--- src/rtl/rpsc_ff_card.sv ---
// rpsc_ff_card - parametrised RPSC flip-flop card.
//
// Each of NCH asynchronous trip inputs is synchronised (2 flops), debounced
// (DEBOUNCE consecutive stable cycles) and latched into a lamp/alarm output.
// A latch holds until an acknowledge arrives while its filtered input is
// inactive. The card also drives EP relays on mask-selected channels, a lamp
// test, a summary trip and a first-out capture of the earliest channel.
//
// Ports:
//   clk           in   system clock
//   reset         in   asynchronous active-high reset
//   in_i          in   [NCH]  raw trip inputs (1 = trip), asynchronous
//   ack_i         in   operator acknowledge (level-sensitive, sync)
//   lamp_test_i   in   forces all la_o high while asserted
//   la_o          out  [NCH]  latched alarm lamps (latch | lamp test)
//   ep_o          out  [NCH]  EP relay outputs (latch & EP_MASK)
//   trip_any_o    out  OR of all latches
//   first_out_o   out  [FOW]  index of the first channel to latch
//   first_valid_o out  first_out_o holds a valid capture

module rpsc_ff_card #(
    parameter int unsigned    NCH      = 8,
    parameter int unsigned    DEBOUNCE = 4,
    parameter logic [NCH-1:0] EP_MASK  = NCH'(8'b0010_0010),
    parameter int unsigned    FOW      = (NCH > 1) ? $clog2(NCH) : 1
) (
    input  logic           clk,
    input  logic           reset,
    input  logic [NCH-1:0] in_i,
    input  logic           ack_i,
    input  logic           lamp_test_i,
    output logic [NCH-1:0] la_o,
    output logic [NCH-1:0] ep_o,
    output logic           trip_any_o,
    output logic [FOW-1:0] first_out_o,
    output logic           first_valid_o
);

    localparam int unsigned   CW      = $clog2(DEBOUNCE + 1);
    // Counter value on which the next mismatching cycle commits the new state.
    localparam logic [CW-1:0] CntLast = CW'(DEBOUNCE - 1);

    logic [NCH-1:0] s1_q, s2_q;
    logic [NCH-1:0] filt_q, filt_d;
    logic [CW-1:0]  cnt_q [NCH];
    logic [CW-1:0]  cnt_d [NCH];
    logic [NCH-1:0] latch_q, latch_d;
    logic [NCH-1:0] set_vec, clr_vec;
    logic [FOW-1:0] fo_q, fo_d, fo_sel;
    logic           fv_q, fv_d;

    // Debounce: count cycles where the synchronised input disagrees with the
    // filtered state; any agreement restarts the count.
    always_comb begin
        for (int i = 0; i < int'(NCH); i++) begin
            filt_d[i] = filt_q[i];
            cnt_d[i]  = '0;
            if (s2_q[i] != filt_q[i]) begin
                if (cnt_q[i] == CntLast) begin
                    filt_d[i] = s2_q[i];
                end else begin
                    cnt_d[i] = cnt_q[i] + 1'b1;
                end
            end
        end
    end

    // Latch sets on the same edge the filtered state rises; set beats ack.
    always_comb begin
        set_vec = filt_d & ~filt_q;
        clr_vec = {NCH{ack_i}} & ~filt_q;
        latch_d = set_vec | (latch_q & ~clr_vec);
    end

    // Lowest index among channels setting on this edge.
    always_comb begin
        fo_sel = '0;
        for (int i = int'(NCH) - 1; i >= 0; i--) begin
            if (set_vec[i]) begin
                fo_sel = FOW'(i);
            end
        end
    end

    // First-out: capture once, then frozen until an ack leaves no latch set.
    always_comb begin
        fo_d = fo_q;
        fv_d = fv_q;
        if (!fv_q && (|set_vec)) begin
            fo_d = fo_sel;
            fv_d = 1'b1;
        end else if (ack_i && (latch_d == '0)) begin
            fo_d = '0;
            fv_d = 1'b0;
        end
    end

    always_ff @(posedge clk or posedge reset) begin
        if (reset) begin
            s1_q    <= '0;
            s2_q    <= '0;
            filt_q  <= '0;
            latch_q <= '0;
            fo_q    <= '0;
            fv_q    <= 1'b0;
            for (int i = 0; i < int'(NCH); i++) begin
                cnt_q[i] <= '0;
            end
        end else begin
            s1_q    <= in_i;
            s2_q    <= s1_q;
            filt_q  <= filt_d;
            latch_q <= latch_d;
            fo_q    <= fo_d;
            fv_q    <= fv_d;
            for (int i = 0; i < int'(NCH); i++) begin
                cnt_q[i] <= cnt_d[i];
            end
        end
    end

    assign la_o          = latch_q | {NCH{lamp_test_i}};
    assign ep_o          = latch_q & EP_MASK;
    assign trip_any_o    = |latch_q;
    assign first_out_o   = fo_q;
    assign first_valid_o = fv_q;

endmodule

--- config.mk ---
export PLATFORM = sky130hd
export DESIGN_NAME = rpsc_ff_card
export DESIGN_NICKNAME = d
export VERILOG_FILES = /design/src/rtl/rpsc_ff_card.sv
export SDC_FILE = /design/constraint.sdc
export NUM_CORES = 1
export LEC_CHECK = 0
export CAP_MARGIN = 10
export CORE_MARGIN = 5
export CORE_UTILIZATION = 30
export DETAILED_ROUTE_END_ITERATION = 8
export PLACE_DENSITY_LB_ADDON = 0.08
export SLEW_MARGIN = 10
export SYNTH_ARGS = -nofsm -noshare
export SYNTH_HDL_FRONTEND = slang
export SYNTH_SLANG_ARGS = --single-unit
--- constraint.sdc ---
create_clock -name clk -period 2.5 [get_ports clk]
set_input_delay 0.5 -clock clk [delete_from_list [all_inputs] [get_ports clk]]
set_output_delay 0.5 -clock clk [all_outputs]
set_load 0.01 [all_outputs]
==> Yosys cells after proc, flatten, opt, wreduce, memory -nomap -nowiden <==
Index checks and enable logic that the tools add are counted.
{ "totals": {"regBits": 60, "output_inout_bits": 21, "wordCells": 96} }
{ "op_classes": {"mux": 44, "addsub": 8, "bitwise_logic": 7, "n_eq_ne": 16, "reduce_logical": 7} }
{ "ops": {"columns": ["cell", "count"], "rows": [
  ["$mux 3", 26],
  ["$add 3x1->3 const B", 8],
  ["$and 8x8->8", 3],
  ["$eq 3x2->1 const B", 8],
  ["$mux 1", 18],
  ["$not 8->8", 2],
  ["$or 8x8->8", 2],
  ["$reduce_or 8->1", 2],
  ["$logic_not 8->1", 1],
  ["$ne 1x1->1", 8],
  ["$logic_and 1x1->1", 2],
  ["$reduce_bool 2->1", 1],
  ["$logic_not 1->1", 1]
]} }

==> Depth between registers and ports, before layout <==
{ "logic_depth": {"word_depth": 13, "depth_mapped": 6, "depth_no_buf": 6} }

==> Worst setup path before layout <==
No wires, ideal clock.
{ "synth_path": {"path_type": "flip-flop to flip-flop", "from": "reg cnt_q[18] (netlist bit)", "to": "reg fo_q[2] (netlist: first_out_o[2])", "setup_ps": 138, "path_buffers": 0, "arrival_time_ps": 1890, "setup_slack_ps": 471, "stages_incl_launch_ff": 7, "t_required_ps": 2362, "path_cell_list": "dfrtp_1 ha_1 and4bb_4 a21o_1 or4_4 nor4_4 o22ai_1"} }
{ "synth_via": {"elab_chain_cells": 8} }
{ "synth_lines": {"columns": ["element", "line_no", "source"], "rows": [
  ["from (decl)", "45", "logic [CW-1:0] cnt_q [NCH];"],
  ["from (signal, indexed assignment)", "117", "cnt_q[i] <= cnt_d[i];"],
  ["$eq 3x2->1", "59", "if (cnt_q[i] == CntLast) begin"],
  ["$mux 1", "59", null],
  ["$mux 1", "58", "if (s2_q[i] != filt_q[i]) begin"],
  ["$and 8x8->8", "70", "set_vec = filt_d & ~filt_q;"],
  ["$or 8x8->8", "72", "latch_d = set_vec | (latch_q & ~clr_vec);"],
  ["via latch_d[1]", "47", "logic [NCH-1:0] latch_q, latch_d;"],
  ["$logic_not 8->1", "92", "end else if (ack_i && (latch_d == '0)) begin"],
  ["$logic_and 1x1->1", "92", null],
  ["$reduce_bool 2->1 (no line)", null, null],
  ["to (signal assigned)", "114", "fo_q <= fo_d;"],
  ["to (decl)", "49", "logic [FOW-1:0] fo_q, fo_d, fo_sel;"]
]} }
The timed path passes the listed nets, and every way through them passes these cells.
A chain may end at the register's enable or synchronous reset.

==> Final worst setup path <==
{ "layout_path": {"from": "in lamp_test_i", "to": "out la_o[2]"} }
{ "layout_via": {"elab_chain_cells": 1} }
{ "layout_lines": {"columns": ["element", "line_no", "source"], "rows": [
  ["from (decl)", "31", "input logic lamp_test_i,"],
  ["$or 8x8->8", "122", "assign la_o = latch_q | {NCH{lamp_test_i}};"],
  ["to (decl)", "32", "output logic [NCH-1:0] la_o,"]
]} }
No other way between the ends.

==> summary.md <==
| Metric | Value |
|---|---|
| Run status | completed |
| Final Util | 37.6% |
| Reg2Reg Depth | 5 |
| Critical path capture point type | output pin |
| Row Count | 33 |
| Fin Setup TNS | 0 ps |
| Drt first-iter violations | 43 |
| Ant diodes | 0 |
| Fin. Hold Viols | 0 |
| Hold Startpoint | s1_q[7] |
| CTS H-tree depth | 3 |
| WL per Instance | around 15 um |
| Crit path DAT | between 1500 and 2000 ps |
| Post-synthesis compound-gate area fraction | under 10% |
| Worst-Skew Late Latency | ~330 ps |
| Met1 Routed Length | roughly 2100 um |
| Seq/Total Area, Yosys | approximately three fifths |
| Top-count cell post-synth | dfrtp_1 |
| Num CTS Buffers | 9 |
| Synth area leader | dfrtp_1 |
| Most frequent CP cell | clkdlybuf4s50_1 |
| CTS tree | built |
| R2R Setup Slk | 260 ps |
| Max clock buf depth | 2 |
| Slew @ Worst Pin | 929 ps |
| Place WS | -49.8 ps |
| First-pass GRT wire length | around 8500 um |
| Min-Delay Endpoint | s2_q[7] |
| Number of synthesized flops with an enable pin | 0 |
| Largest family of logic cells by synthesized area | simple AND/OR/NAND/NOR gates |
| HP Class | flip-flop to flip-flop |
| Synth async-reset ratio | 100% |
| DIE AREA | ~10000 um^2 |
| Number of buffers added on ports | 26 |
| WL met3 | ~250 um |
| Post-synthesis simple-gate area fraction | approximately 20% |
| Gates resized, CTS repair | 0 |
| Post-Syn Area | 2460 um^2 |
| Crit path largest cell delay | around 540 ps |
| Setup CP Type | primary input to output pin |
| Mapped Avg Cell Area | roughly 13 um^2 |
| All-Layer GR Usage | around 11% |
| Met2 routed WL | 2600 um |
| Root Driver | clkbuf_8 |
| Total Routed Length | around 5000 um |
| Number of post-CTS setup repair buffers | 0 |
| Num ports | 33 |
| Post-DP HPWL | ~3600 um |
| Critical-path cell with the highest stage delay | clkdlybuf4s50_1 |
| Overflow after GRT | 0 |
| Pins over their slew limit | 0 |
| Multiplexer share of the synthesized area | under 10% |
| Crit path max fanout | 8 |
| Rel. slew slack | around 37% |
| Final worst setup slack | 90.3 ps |
| Via Count | about 1.5k |
| Die W | around 100 um |
| Reg-to-reg critical path endpoint | first_out_o[0] |
| Vias per cell | around 4.6 |
| Drt drc | 0 |
| Gate Count Post-Synth | about 190 |
| Post-synth top area share | between 60% and 70% |
| DR top layer | met4 |
| Crit path time final | approximately 2400 ps |
| Crit start category | primary input |
| CTS Hold Bufs | 0 |
| Reg clk slew, reported paths | roughly 70 ps |
| Synth top area cells | dfrtp_1, ha_1, nor3b_1 |
| DRT Pass-1 Iters | 4 |
| Max Cap Viol | 0 |
| Dominant synthesized flop cell | dfrtp_1 |
| Synthesis-to-finish area growth | 23.8% |
| Adder-Cell Fraction of Synth Area | ~4.1% |
| Maximum vdd drop | slightly above 0.3 mV |
| Synth Warn # | 0 |
| #FFs+latches synth | 60 |
| Final Skew | 6.75 ps |
| Reg2reg start | cnt_q[6] |
| Pwr dens | between 1000 and 1500 nW/um^2 |
| Hold-critical path depth | 0 |
| Fraction of layout cells with a size suffix above 1 | ~16% |
| Setup Viol. Count Final | 0 |
| Synth cell types | 36 |
| Synth Area in XOR/XNOR | under 10% |
| CTS sink count | 60 |
| Core ar. | between 8000 and 9000 um^2 |
| Largest net degree at the start of global routing | 61 |
| RSZ-0062 raised after global routing | no |
| Post-DRT Antenna Nets | 0 |
| Initial antenna violation count | 0 |
| Fin crit share | a little over nine tenths |
| Critical Path RT | roughly 2000 ps |
| Starting density of the core | between 30% and 40% |
| Vias in the first global route | ~1.7k |
| Cells along the critical path | clkdlybuf4s50_1 > or2_2 > clkdlybuf4s50_1 |
| Synth cell count leaders | dfrtp_1, nor3b_1, nor2b_1 |
| Hold Slack | 350 ps |
| GP Congestion | ~0.78 |
| Die H | roughly 100 um |
| Nets@finish | roughly 250 |
| Max Freq | 415 MHz |
| Leak pwr | approximately 1.4 nW |
-- worst max path at each step --
stage | from | to | slack (ps)
after global routing | lamp_test_i | la_o[2] | 40
after detailed placement | ack_i | first_out_o[2] | -50
after CTS | lamp_test_i | la_o[6] | 80
final | lamp_test_i | la_o[2] | 90
after floorplan | cnt_q[18] | first_out_o[2] | 470
after global placement | ack_i | first_out_o[2] | 2
-- routing by layer --
layer,vias to the layer above,GRT usage [%]
met5,-,0
met1,772,12.5
met3,5,4.50
met2,36,19.0
met4,0,4.04
li1,722,-
-- power breakdown --
group	total, mW	internal [mW]	switching (mW)
sequential	1.40	1.21	0.188
combinational	0.909	0.501	0.408
clock	0.841	0.460	0.381
total	3.15	2.17	0.977
-- worst max-delay path, delay by kind of cell --
kind	cells	cell delay, ps
buffers and inverters	2	1020
and+or+nand+nor	1	380
-- stage by stage --
step	instances	power [mW]	cell area, um^2
floorplan	193	1.99	2470
finish	336	3.15	3040
detailed placement	320	2.34	2850
global route	336	3.38	3040
CTS	336	3.21	3040
global placement	320	2.27	2850
-- sequential cells by signal, summed over array words and instances, names as in the netlist --
signal / flops
s1_q: 8
cnt_q: 24
latch_q: 8
first_valid_o: 1
filt_q: 8
s2_q: 8
first_out_o: 3
-- cell usage in the layout, fill, tap and decap left out, drive strengths merged, types with 5 or more instances in the layout --
master,netlist,routed
nand2,8,8
clkbuf,0,10
conb,1,6
nor2b,11,11
a21o,6,6
ha,8,8
or2,8,8
nor3b,13,13
nand2b,7,7
dfrtp,60,60
nor4bb,6,6
clkdlybuf4s50,0,26
mux2,7,7
o21ai,5,5
xnor2,8,8
nor3,9,9
-- cells by family after synthesis --
kind of cell    count (synthesis)
xor+xnor                        8
simple gates                   73
other cells                     1
buf+inv                        12
flops                          60
compound gates                 19
fa+ha+maj                       8
mux                             7
-- layout make-up --
class / instances / area, um^2
fillers: 796 / 5050
flip-flops and latches: 60 / 1500
multi-input cells: 121 / 898
repair buffers: 30 / 303
well taps: 105 / 131
clock buffers: 10 / 128
clock inverters: 6 / 65.1
inverters: 4 / 15.0
No activity file was read; power rests on OpenSTA's default activity.
